$ cat src/rtl/rotate_pkg.sv
// Shared constants for the rotate_operation16 datapath slice.
// Optional flag outputs are gated by the ROT_FLAGS_EN macro in the interface and top.
package rotate_pkg;
  localparam logic ROT_LEFT  = 1'b1;
  localparam logic ROT_RIGHT = 1'b0;
  localparam int   ROT_N     = 16;
endpackage

$ cat src/rtl/rotate_operation16_if.sv
// Operand/result bus for the registered rotator; flag signals exist only with ROT_FLAGS_EN.
interface rotate_operation16_if #(parameter int N = 16);
  localparam int AMT_W = $clog2(N);

  logic             in_valid;
  logic [N-1:0]     data_in;
  logic [AMT_W-1:0] rot_amt;
  logic             rotate_operation;
  logic [N-1:0]     data_out;
  logic             out_valid;
`ifdef ROT_FLAGS_EN
  logic             zero_flag;
  logic             carry_out;
`endif

  modport master (
    output in_valid, data_in, rot_amt, rotate_operation,
`ifdef ROT_FLAGS_EN
    input  zero_flag, carry_out,
`endif
    input  data_out, out_valid
  );

  modport slave (
    input  in_valid, data_in, rot_amt, rotate_operation,
`ifdef ROT_FLAGS_EN
    output zero_flag, carry_out,
`endif
    output data_out, out_valid
  );
endinterface

$ cat src/rtl/rotate_core.sv
// Combinational log2(N)-stage mux barrel rotator; stage i rotates by 2**i when rot_amt[i] is set.
module rotate_core
  import rotate_pkg::*;
#(
  parameter int N     = ROT_N,
  parameter int AMT_W = $clog2(N)
) (
  input  logic [N-1:0]     data,
  input  logic [AMT_W-1:0] amt,
  input  logic             dir,
  output logic [N-1:0]     result,
  output logic             carry
);
  logic [AMT_W:0][N-1:0] stg;
  logic                  left;

  assign left   = (dir == ROT_LEFT);
  assign stg[0] = data;

  for (genvar i = 0; i < AMT_W; i++) begin : g_stage
    localparam int S = 1 << i;
    logic [N-1:0] rl, rr;
    assign rl         = {stg[i][N-1-S:0], stg[i][N-1:N-S]};
    assign rr         = {stg[i][S-1:0],   stg[i][N-1:S]};
    assign stg[i+1]   = amt[i] ? (left ? rl : rr) : stg[i];
  end

  assign result = stg[AMT_W];
  // The bit that crossed the boundary last lands at the opposite end of the word.
  assign carry  = (amt != '0) && (left ? result[0] : result[N-1]);
endmodule

$ cat src/rtl/rotate_operation16.sv
// Registered barrel rotator top: direction decode plus output/valid (and optional ROT_FLAGS_EN flag) registers.
module rotate_operation16
  import rotate_pkg::*;
#(
  parameter int N = ROT_N
) (
  input  logic                 clk,
  input  logic                 rst_n,
  rotate_operation16_if.slave  bus
);
  localparam int AMT_W = $clog2(N);

  logic [N-1:0] rot_res;
  logic         rot_carry;
  logic [N-1:0] data_out_d, data_out_q;
  logic         out_valid_d, out_valid_q;

  rotate_core #(.N(N), .AMT_W(AMT_W)) u_core (
    .data   (bus.data_in),
    .amt    (bus.rot_amt),
    .dir    (bus.rotate_operation),
    .result (rot_res),
    .carry  (rot_carry)
  );

  always_comb begin
    data_out_d  = data_out_q;
    out_valid_d = bus.in_valid;
    if (bus.in_valid) data_out_d = rot_res;
  end

  always_ff @(posedge clk or negedge rst_n) begin
    if (!rst_n) begin
      data_out_q  <= '0;
      out_valid_q <= 1'b0;
    end else begin
      data_out_q  <= data_out_d;
      out_valid_q <= out_valid_d;
    end
  end

  assign bus.data_out  = data_out_q;
  assign bus.out_valid = out_valid_q;

`ifdef ROT_FLAGS_EN
  logic zero_flag_d, zero_flag_q;
  logic carry_out_d, carry_out_q;

  always_comb begin
    zero_flag_d = zero_flag_q;
    carry_out_d = carry_out_q;
    if (bus.in_valid) begin
      zero_flag_d = (rot_res == '0);
      carry_out_d = rot_carry;
    end
  end

  always_ff @(posedge clk or negedge rst_n) begin
    if (!rst_n) begin
      zero_flag_q <= 1'b0;
      carry_out_q <= 1'b0;
    end else begin
      zero_flag_q <= zero_flag_d;
      carry_out_q <= carry_out_d;
    end
  end

  assign bus.zero_flag = zero_flag_q;
  assign bus.carry_out = carry_out_q;
`else
  logic unused_carry;
  assign unused_carry = rot_carry;
`endif
endmodule

$ cat src/flat_wrapper.sv
// flat-port wrapper written by rule: the top's interface ports become plain ports
module rotate_operation16_flat import rotate_pkg::*;
#(
  parameter int N = ROT_N
)
  (clk, rst_n, bus_in_valid, bus_data_in, bus_rot_amt, bus_rotate_operation, bus_data_out, bus_out_valid);
  rotate_operation16_if #(.N(N)) bus_i ();
  input  logic clk;
  input  logic rst_n;
  input wire logic [$bits(bus_i.in_valid)-1:0] bus_in_valid;
  input wire logic [$bits(bus_i.data_in)-1:0] bus_data_in;
  input wire logic [$bits(bus_i.rot_amt)-1:0] bus_rot_amt;
  input wire logic [$bits(bus_i.rotate_operation)-1:0] bus_rotate_operation;
  output wire logic [$bits(bus_i.data_out)-1:0] bus_data_out;
  output wire logic [$bits(bus_i.out_valid)-1:0] bus_out_valid;
  assign bus_i.in_valid = bus_in_valid;
  assign bus_i.data_in = bus_data_in;
  assign bus_i.rot_amt = bus_rot_amt;
  assign bus_i.rotate_operation = bus_rotate_operation;
  assign bus_data_out = bus_i.data_out;
  assign bus_out_valid = bus_i.out_valid;
  rotate_operation16 #(.N(N)) u_core (.clk(clk), .rst_n(rst_n), .bus(bus_i));
endmodule
$ cat config.mk
export PLATFORM = sky130hd
export DESIGN_NAME = rotate_operation16_flat
export DESIGN_NICKNAME = d
export VERILOG_FILES = /design/src/rtl/rotate_pkg.sv /design/src/rtl/rotate_operation16_if.sv /design/src/rtl/rotate_core.sv /design/src/rtl/rotate_operation16.sv /design/src/flat_wrapper.sv
export SDC_FILE = /design/constraint.sdc
export NUM_CORES = 1
export LEC_CHECK = 0
export ABC_AREA = 1
export BUFFER_PORTS_ARGS = -buffer_cell sky130_fd_sc_hd__buf_2
export CORE_MARGIN = 2
export CORE_UTILIZATION = 40
export DETAILED_ROUTE_END_ITERATION = 7
export PLACE_DENSITY_LB_ADDON = 0.2
export SLEW_MARGIN = 30
export SYNTH_ARGS = -nofsm -noshare
export SYNTH_HDL_FRONTEND = slang
export SYNTH_SLANG_ARGS = --single-unit
$ cat constraint.sdc
create_clock -name clk -period 0.9 [get_ports clk]
set_clock_uncertainty 0.15 [all_clocks]
set_input_delay 0.045 -clock clk [delete_from_list [all_inputs] [get_ports clk]]
set_output_delay 0.045 -clock clk [all_outputs]
set_load 0.01 [all_outputs]
==> results of run 1 <==
power by group through the flow:
| stage | clock (mW) | sequential, mW | combinational (mW) |
|---|---|---|---|
| detailed placement | 0 | 0.930 | 1.28 |
| CTS | 0.568 | 0.915 | 1.58 |
| finish | 0.559 | 0.916 | 1.89 |
| floorplan | 0 | 0.983 | 0.812 |
| global route | 0.611 | 0.928 | 2.05 |
| global placement | 0 | 0.931 | 1.26 |
sequential cells by signal, summed over array words and instances, names as in the netlist:
signal                flops
u_core.bus.out_valid      1
u_core.bus.data_out      16
cell families after synthesis:
group	synth area share [%]
flip-flops	21.17
AND/OR/NAND/NOR	69.61
buffers and inverters	8.841
AO/OA/AOI/OAI	0.3737
cell type report:
cell class / count / area share, %
Clock buffer: 4 / 1.319
Inverter: 8 / 1.246
Multi-Input combinational cell: 312 / 63.47
Timing Repair Buffer: 76 / 19.05
Tap cell: 67 / 2.455
Sequential cell: 17 / 12.46
critical path, delay by kind of cell:
family	cells	cell delay, ns
buf+inv	3	0.27
simple gates	10	0.85
timing repair:
| action | 4_1_cts | 5_1_grt |
|---|---|---|
| pin swaps | 51 | 33 |
| resized for setup | 108 | 84 |
| setup endpoints to repair | 33 | 33 |
| buffers inserted | 7 | 3 |
| gates cloned | 1 | 0 |
| hold buffers | 1 | 0 |
| hold endpoints to repair | 18 | 0 |
through the flow:
step	hold WS, ns	instance area [sq um]	util [%]
3_3_place_gp	-0.1682	2436	50.90
3_5_place_dp	-0.1659	2436	50.90
4_1_cts	-0.0005405	3009	62.88
2_1_floorplan	-0.4006	2085	-
5_1_grt	0.01015	3415	71.35
6_report	0.006820	3415	71.35
cells in the mapped netlist:
cell / instances / area, sq um
nand3_2: 1 / 10.01
clkbuf_1: 7 / 26.28
nand3_1: 152 / 760.7
clkbuf_2: 1 / 5.000
buf_6: 3 / 33.78
clkinv_1: 1 / 3.750
or2_2: 4 / 25.02
inv_1: 6 / 22.52
o211ai_1: 1 / 7.510
nand2_1: 144 / 540.5
inv_2: 1 / 3.750
or2_1: 10 / 62.56
buf_4: 5 / 37.54
buf_2: 9 / 45.04
dfrtp_1: 17 / 425.4
routing by layer:
layer | track usage (%) | wire length (um)
met5 | 0 | 0
met4 | 3.770 | 242
met2 | 46.00 | 3998
met1 | 31.62 | 3057
met3 | 3.882 | 389
final timing paths:
path,startpoint,endpoint,slack [ns],cells after the start
hold / removal,bus_in_valid,u_core.bus.out_valid,0.007,2
min in group asynchronous,rst_n,u_core.bus.data_out[13],0.11,2
hold reg to reg,u_core.bus.data_out[4],u_core.bus.data_out[4],0.33,2
setup reg to reg,u_core.bus.data_out[7],u_core.bus.data_out[7],0.02,3
setup / recovery,bus_rotate_operation,u_core.bus.data_out[6],-0.27,13
max in group asynchronous,rst_n,u_core.bus.data_out[6],0.22,2
==> results.toml, run 1 <==
[outcome]
outcome = "complete, but fails checks"
failed_checks = "negative setup slack"

[cells_and_area]
regArea_sq_um = 425.4
final_common_cell = "nand2_1"
mostFrequentLayoutCells = "nand2_1 (94), nand3_2 (69), nand3_1 (65), nand2_2 (45), buf_2 (37)"
antennaDiodeCount = 0
layout-drive-gt1-share_pct = 55.40
fin_cells = 484
layout.nets = 442
fillers = 360
multi_input_area_sq_um = 2167
area_growth_pct = 69.93

[global_route]
antenna_found_initial = 0
grt_max_degree = 18
grt_pass1_wl_um = 11250
grt_overflow_total = 0
track_usage_pct = 25.13
first_global_vias = 2521

[sta]
hold_viol = 0
worstMarginPinSlew_ns = 0.3790
max_freq_mhz = 852.9
setup_violations = 33
fin_ws_ns = -0.2724
fin_crit_ns = 1.172
tns_ns = -4.529
max_slew_margin_pct = 74.73
slew_violations = 0
fin_crit_sh_pct = 130.3
rsz0062_at_grt = "yes"

[placed_design]
gp_routability_congestion = 0.8941
place_ws_ns = -0.7062
post-dp-hpwl_um = 4669
placedCellCount = 468
port-buffer-count = 40

[route]
drtIter0Drc = 193
drcViolationCount = 0
ant_nets = 0
via_count = 2800
drt-total-wl_um = 7687
wl_per_cell_um = 15.88
dr.pass1.iters = 5
viasPerCell = 5.785

[critical_path]
critical_path.endpoint_type = "flop"
slowest_delay_ns = 0.12
worstPathRequired_ns = 0.89
crit_fanout = 6
critPathKind = "in2reg"
startpoint_type = "input pin"
crit_slowest_cell = "buf_6"
path_cells = "buf_12 > inv_8 > buf_6 > nand2_1 > nand3_2 > nand3_1 > nand3_2 > nand2_2 > nand2_1 > nand3_2 > nand3_1 > nand3_1 > nand2_1"
critical_path_arrival_ns = 1.17

[power_and_ir_drop]
p_seq_share_pct = 27.2
combPwrFrac_pct = 56.1
p_clk_share_pct = 16.6
finalPower_mw = 3.361
powerDensity_nw_per_um2 = 984.3
p_leak_nw = 1.694
power_switching_mw = 1.384
vdd_drop_max_mv = 0.6576
internal_power_mw = 1.977
switching_share_pct = 41.17

[logic_synthesis]
synth_area_sq_um = 2009
yosys_warnings = 0
syn_area_per_cell_sq_um = 5.551
ys_seq_area_share_pct = 21.17
synth_cells = 362
synth_nets = 386
synth_seq_cells = 17
yosys.cell_types.count = 15

[die]
coreArea_sq_um = 4786
die_x_um = 74.88
dieArea_sq_um = 5606
num_rows = 25
start_util_pct = 41.99
ios = 41
die_h_um = 74.88

[clock_tree]
clkTransAtPathRegs_ns = 0.06
cts_tree = "built"
root_buffer = "clkbuf_8"
cts_buffer_depth = 2
cts_buffers = 3
insertion_delay_ns = 0.25
htree_levels = 1
clock-sinks = 17

[run]
cap_violations = 0

[min_path]
worstHoldPathType = "in2reg"
(Power assumes the default switching activity.)
==> run 2, diff against run 1 <==
--- a/config.mk
+++ b/config.mk
@@ -8,7 +8,8 @@
 export ABC_AREA = 1
 export BUFFER_PORTS_ARGS = -buffer_cell sky130_fd_sc_hd__buf_2
 export CORE_MARGIN = 2
-export CORE_UTILIZATION = 40
+export CORE_UTILIZATION = 56
+export CTS_BUF_LIST = sky130_fd_sc_hd__clkbuf_8 sky130_fd_sc_hd__clkbuf_16
 export DETAILED_ROUTE_END_ITERATION = 7
 export PLACE_DENSITY_LB_ADDON = 0.2
 export SLEW_MARGIN = 30
==> run 2 against run 1 <==
Net effect:
- the run now fails in global routing
- synthesized area is the same
- synthesized cell count stayed put
==> results.toml, run 2 <==
[placed_design]
placedCellCount = 439
gp_routability_congestion = 0.9661
port-buffer-count = 40
post-dp-hpwl_um = 4332
dpl-instance-area_sq_um = 2375

[logic_synthesis]
synthTopCellsByArea = "nand3_1 (38%), nand2_1 (27%), dfrtp_1 (21%), or2_1 (3.1%), buf_2 (2.2%)"
synth_area_sq_um = 2009
synth_xor_area_share_pct = 0
syn_area_per_cell_sq_um = 5.551
yosys.cell_types.count = 15
synth_cells = 362
synth-simple-area-share_pct = 69.61
synth.most_common_cell = "nand3_1"
synthTopCellsByCount = "nand3_1 (152), nand2_1 (144), dfrtp_1 (17), or2_1 (10), buf_2 (9)"
synth-edff-count = 0
netlist.area_leader.share_pct = 37.86
yosys.area.top_type = "nand3_1"
synth_adder_area_share_pct = 0
synth_async_sr_flop_share_pct = 100.0
yosys_warnings = 0
synth_compound_area_share_pct = 0.3736
synth_seq_cells = 17
synth_ff_type = "dfrtp_1"
synth_top_family_by_area = "simple AND/OR/NAND/NOR gates"
ys_seq_area_share_pct = 21.17
synth_nets = 386
synthMuxAreaShare_pct = 0

[outcome]
toolErrorMsg = "[ERROR GRT-0232] Routing congestion too high. Check the congestion heatmap in the GUI."
outcome = "aborted with a tool error"
lastStage = "global routing"

[clock_tree]
htree_levels = 1
cts_buffer_depth = 2
cts_buffers = 3
root_buffer = "clkbuf_8"
clock-sinks = 17

[die]
ios = 41
start_util_pct = 59.28
die_h_um = 63.90
num_rows = 21
die_x_um = 63.90

[global_route]
grt_overflow_total = 38
grt_max_degree = 33
track_usage_pct = 74.91

[sta]
grt-worst-endpoint = "u_core.bus.data_out[12]$_DFFE_PN0P_/D"
worst_path_end_type = "sequential cell input"
==> run 2: cell counts after synthesis <==
Identical to the previous run, type by type.
==> run 2: kinds of logic after synthesis <==
logic type,count (synthesis)
simple gates,311
buf+inv,33
flops,17
compound gates,1
==> run 2: routing by layer <==
metal	overflow	GRT usage (%)
met1	2	76.27
met2	18	94.01
met3	1	55.11
met4	17	75.27
met5	0	8.333
==> run 2: timing repair <==
action | 4_1_cts
pin swaps | 46
hold endpoints to repair | 18
cloned | 2
setup endpoints to repair | 33
hold buffers | 1
resized for setup | 110
buffers inserted | 3
==> run 2: metrics by stage <==
stage / worst slack (ns) / setup TNS (ns)
after floorplan: -0.3100 / -4.616
after global placement: -0.6618 / -9.887
after detailed placement: -0.6958 / -10.42
after CTS: -0.1944 / -4.095
==> run 3, diff against run 2 <==
--- a/config.mk
+++ b/config.mk
@@ -8,10 +8,9 @@
 export ABC_AREA = 1
 export BUFFER_PORTS_ARGS = -buffer_cell sky130_fd_sc_hd__buf_2
 export CORE_MARGIN = 2
-export CORE_UTILIZATION = 56
-export CTS_BUF_LIST = sky130_fd_sc_hd__clkbuf_8 sky130_fd_sc_hd__clkbuf_16
+export CORE_UTILIZATION = 40
 export DETAILED_ROUTE_END_ITERATION = 7
-export PLACE_DENSITY_LB_ADDON = 0.2
+export PLACE_DENSITY_LB_ADDON = 0.15
 export SLEW_MARGIN = 30
 export SYNTH_ARGS = -nofsm -noshare
 export SYNTH_HDL_FRONTEND = slang
==> run 3 against run 2 <==
Net effect:
- the flow now finishes, with violations (negative setup slack)
==> results.toml, run 3 (synthesis results as in run 1) <==
[placed_design]
port-buffer-count = 40
placedCellCount = 460
post-dp-hpwl_um = 4452
place_ws_ns = -0.6960
gp_routability_congestion = 0.9194
dpl-instance-area_sq_um = 2401

[run]
cap_violations = 0

[route]
drt-total-wl_um = 7857
viasPerCell = 6.021
ant_nets = 0
drtIter0Drc = 225
dr.pass1.iters = 7
wl_per_cell_um = 16.44
drcViolationCount = 0
via_count = 2878

[critical_path]
worst-r2r-cell-count = 3
crit_slowest_cell = "buf_12"
startpoint_type = "input pin"
reg2reg_slack_ns = 0.02
path_cells = "buf_12 > buf_16 > buf_12 > nand3_1 > nand3_2 > nand2_1 > nand2_1 > nand3_2 > nand3_1 > nand3_1 > nand2_1"
crit_fanout = 19
critPathBufInv = 3
crit_start = "bus_rotate_operation"
r2r-start = "u_core.bus.data_out[14]"
critical_path.endpoint_type = "flop"
worstPathRequired_ns = 0.89
slowest_delay_ns = 0.16
r2r_end = "u_core.bus.data_out[14]"
cp_top_family = "simple AND/OR/NAND/NOR gates"
critPathKind = "in2reg"
critical_path_arrival_ns = 1.23

[cells_and_area]
layout-drive-gt1-share_pct = 55.96
regArea_sq_um = 425.4
fin_cells = 478
final_common_cell = "nand2_1"
layout.nets = 436
multi_input_area_sq_um = 2215
antennaDiodeCount = 0
stdcell_area_sq_um = 3458
fillers = 375
final_util_pct = 72.26
largest_register_ff_count = 16
area_growth_pct = 72.10
mostFrequentLayoutCells = "nand2_1 (92), nand3_2 (70), nand3_1 (60), nand2_2 (49), buf_2 (37)"

[die]
ios = 41
dieArea_sq_um = 5606
die_x_um = 74.88
die_h_um = 74.88
num_rows = 25
coreArea_sq_um = 4786
start_util_pct = 41.99

[power_and_ir_drop]
finalPower_mw = 3.391
vdd_drop_max_mv = 0.8433
p_leak_nw = 1.685
powerDensity_nw_per_um2 = 980.6

[clock_tree]
cts_tree = "built"
insertion_delay_ns = 0.25
root_buffer = "clkbuf_8"
clkTransAtPathRegs_ns = 0.06
cts_buffers = 3
clock-sinks = 17
cts_buffer_depth = 2
htree_levels = 1

[sta]
max_freq_mhz = 806.6
max_slew_margin_pct = 74.92
worstMarginPinSlew_ns = 0.3762
fin_crit_ns = 1.240
fin_hold_ws_ns = 0.07316
fin_crit_sh_pct = 137.8
hold_viol = 0
setup_violations = 33
slew_violations = 0
fin_ws_ns = -0.3398
tns_ns = -4.570
rsz0062_at_grt = "yes"

[global_route]
grt_overflow_total = 0
antenna_found_initial = 0
grt_pass1_wl_um = 11620
grt_max_degree = 20
track_usage_pct = 26.21
first_global_vias = 2603

[outcome]
failed_checks = "negative setup slack"
outcome = "complete, but fails checks"

[min_path]
min_from = "bus_in_valid"
hold_depth = 5
worstHoldPathType = "in2reg"
whs_endpoint = "u_core.bus.data_out[10]"
==> run 3: how the worst max path moves through the flow <==
stage / to / cells past startpoint / slack (ns)
floorplan: u_core.bus.data_out[14] / 10 / -0.31
global placement: u_core.bus.data_out[1] / 10 / -0.67
detailed placement: u_core.bus.data_out[4] / 11 / -0.70
CTS: u_core.bus.data_out[4] / 12 / -0.19
global route: u_core.bus.data_out[6] / 11 / -0.37
finish: u_core.bus.data_out[6] / 11 / -0.34
==> run 3: timing repair <==
| action | in CTS | in global routing |
|---|---|---|
| cloned | 3 | 0 |
| setup buffers | 7 | 2 |
| hold buffers | 1 | 1 |
| setup endpoints to repair | 33 | 33 |
| pin swaps | 51 | 20 |
| gates resized for setup | 114 | 82 |
| endpoints found under the hold margin | 18 | 1 |
==> run 3: power breakdown <==
group	switching [mW]	internal, mW	leakage, nW
Clock	0.246	0.314	0.0228
Combinational	1.12	0.798	1.46
Sequential	0.0503	0.867	0.205
==> run 3: layer usage <==
metal / part of all wire, % / GRT usage, % / up-vias
met5: 0 / 0 / -
met4: 4.9 / 6.944 / 0
met3: 6.1 / 4.685 / 40
met2: 50 / 44.35 / 143
met1: 39 / 34.43 / 1380
li1: - / - / 1315
==> run 3: tightest hold or removal path, delay by kind of cell <==
| family | cells | cell delay, ns |
|---|---|---|
| buf+inv | 3 | 0.29 |
| simple gates | 2 | 0.09 |
==> run 3: final cells by class <==
class | count | share of cell area (%)
Clock buffer | 4 | 1.302
Tap cell | 67 | 2.424
Multi-Input combinational cell | 312 | 64.04
Inverter | 8 | 1.375
Sequential cell | 17 | 12.30
Timing Repair Buffer | 70 | 18.56
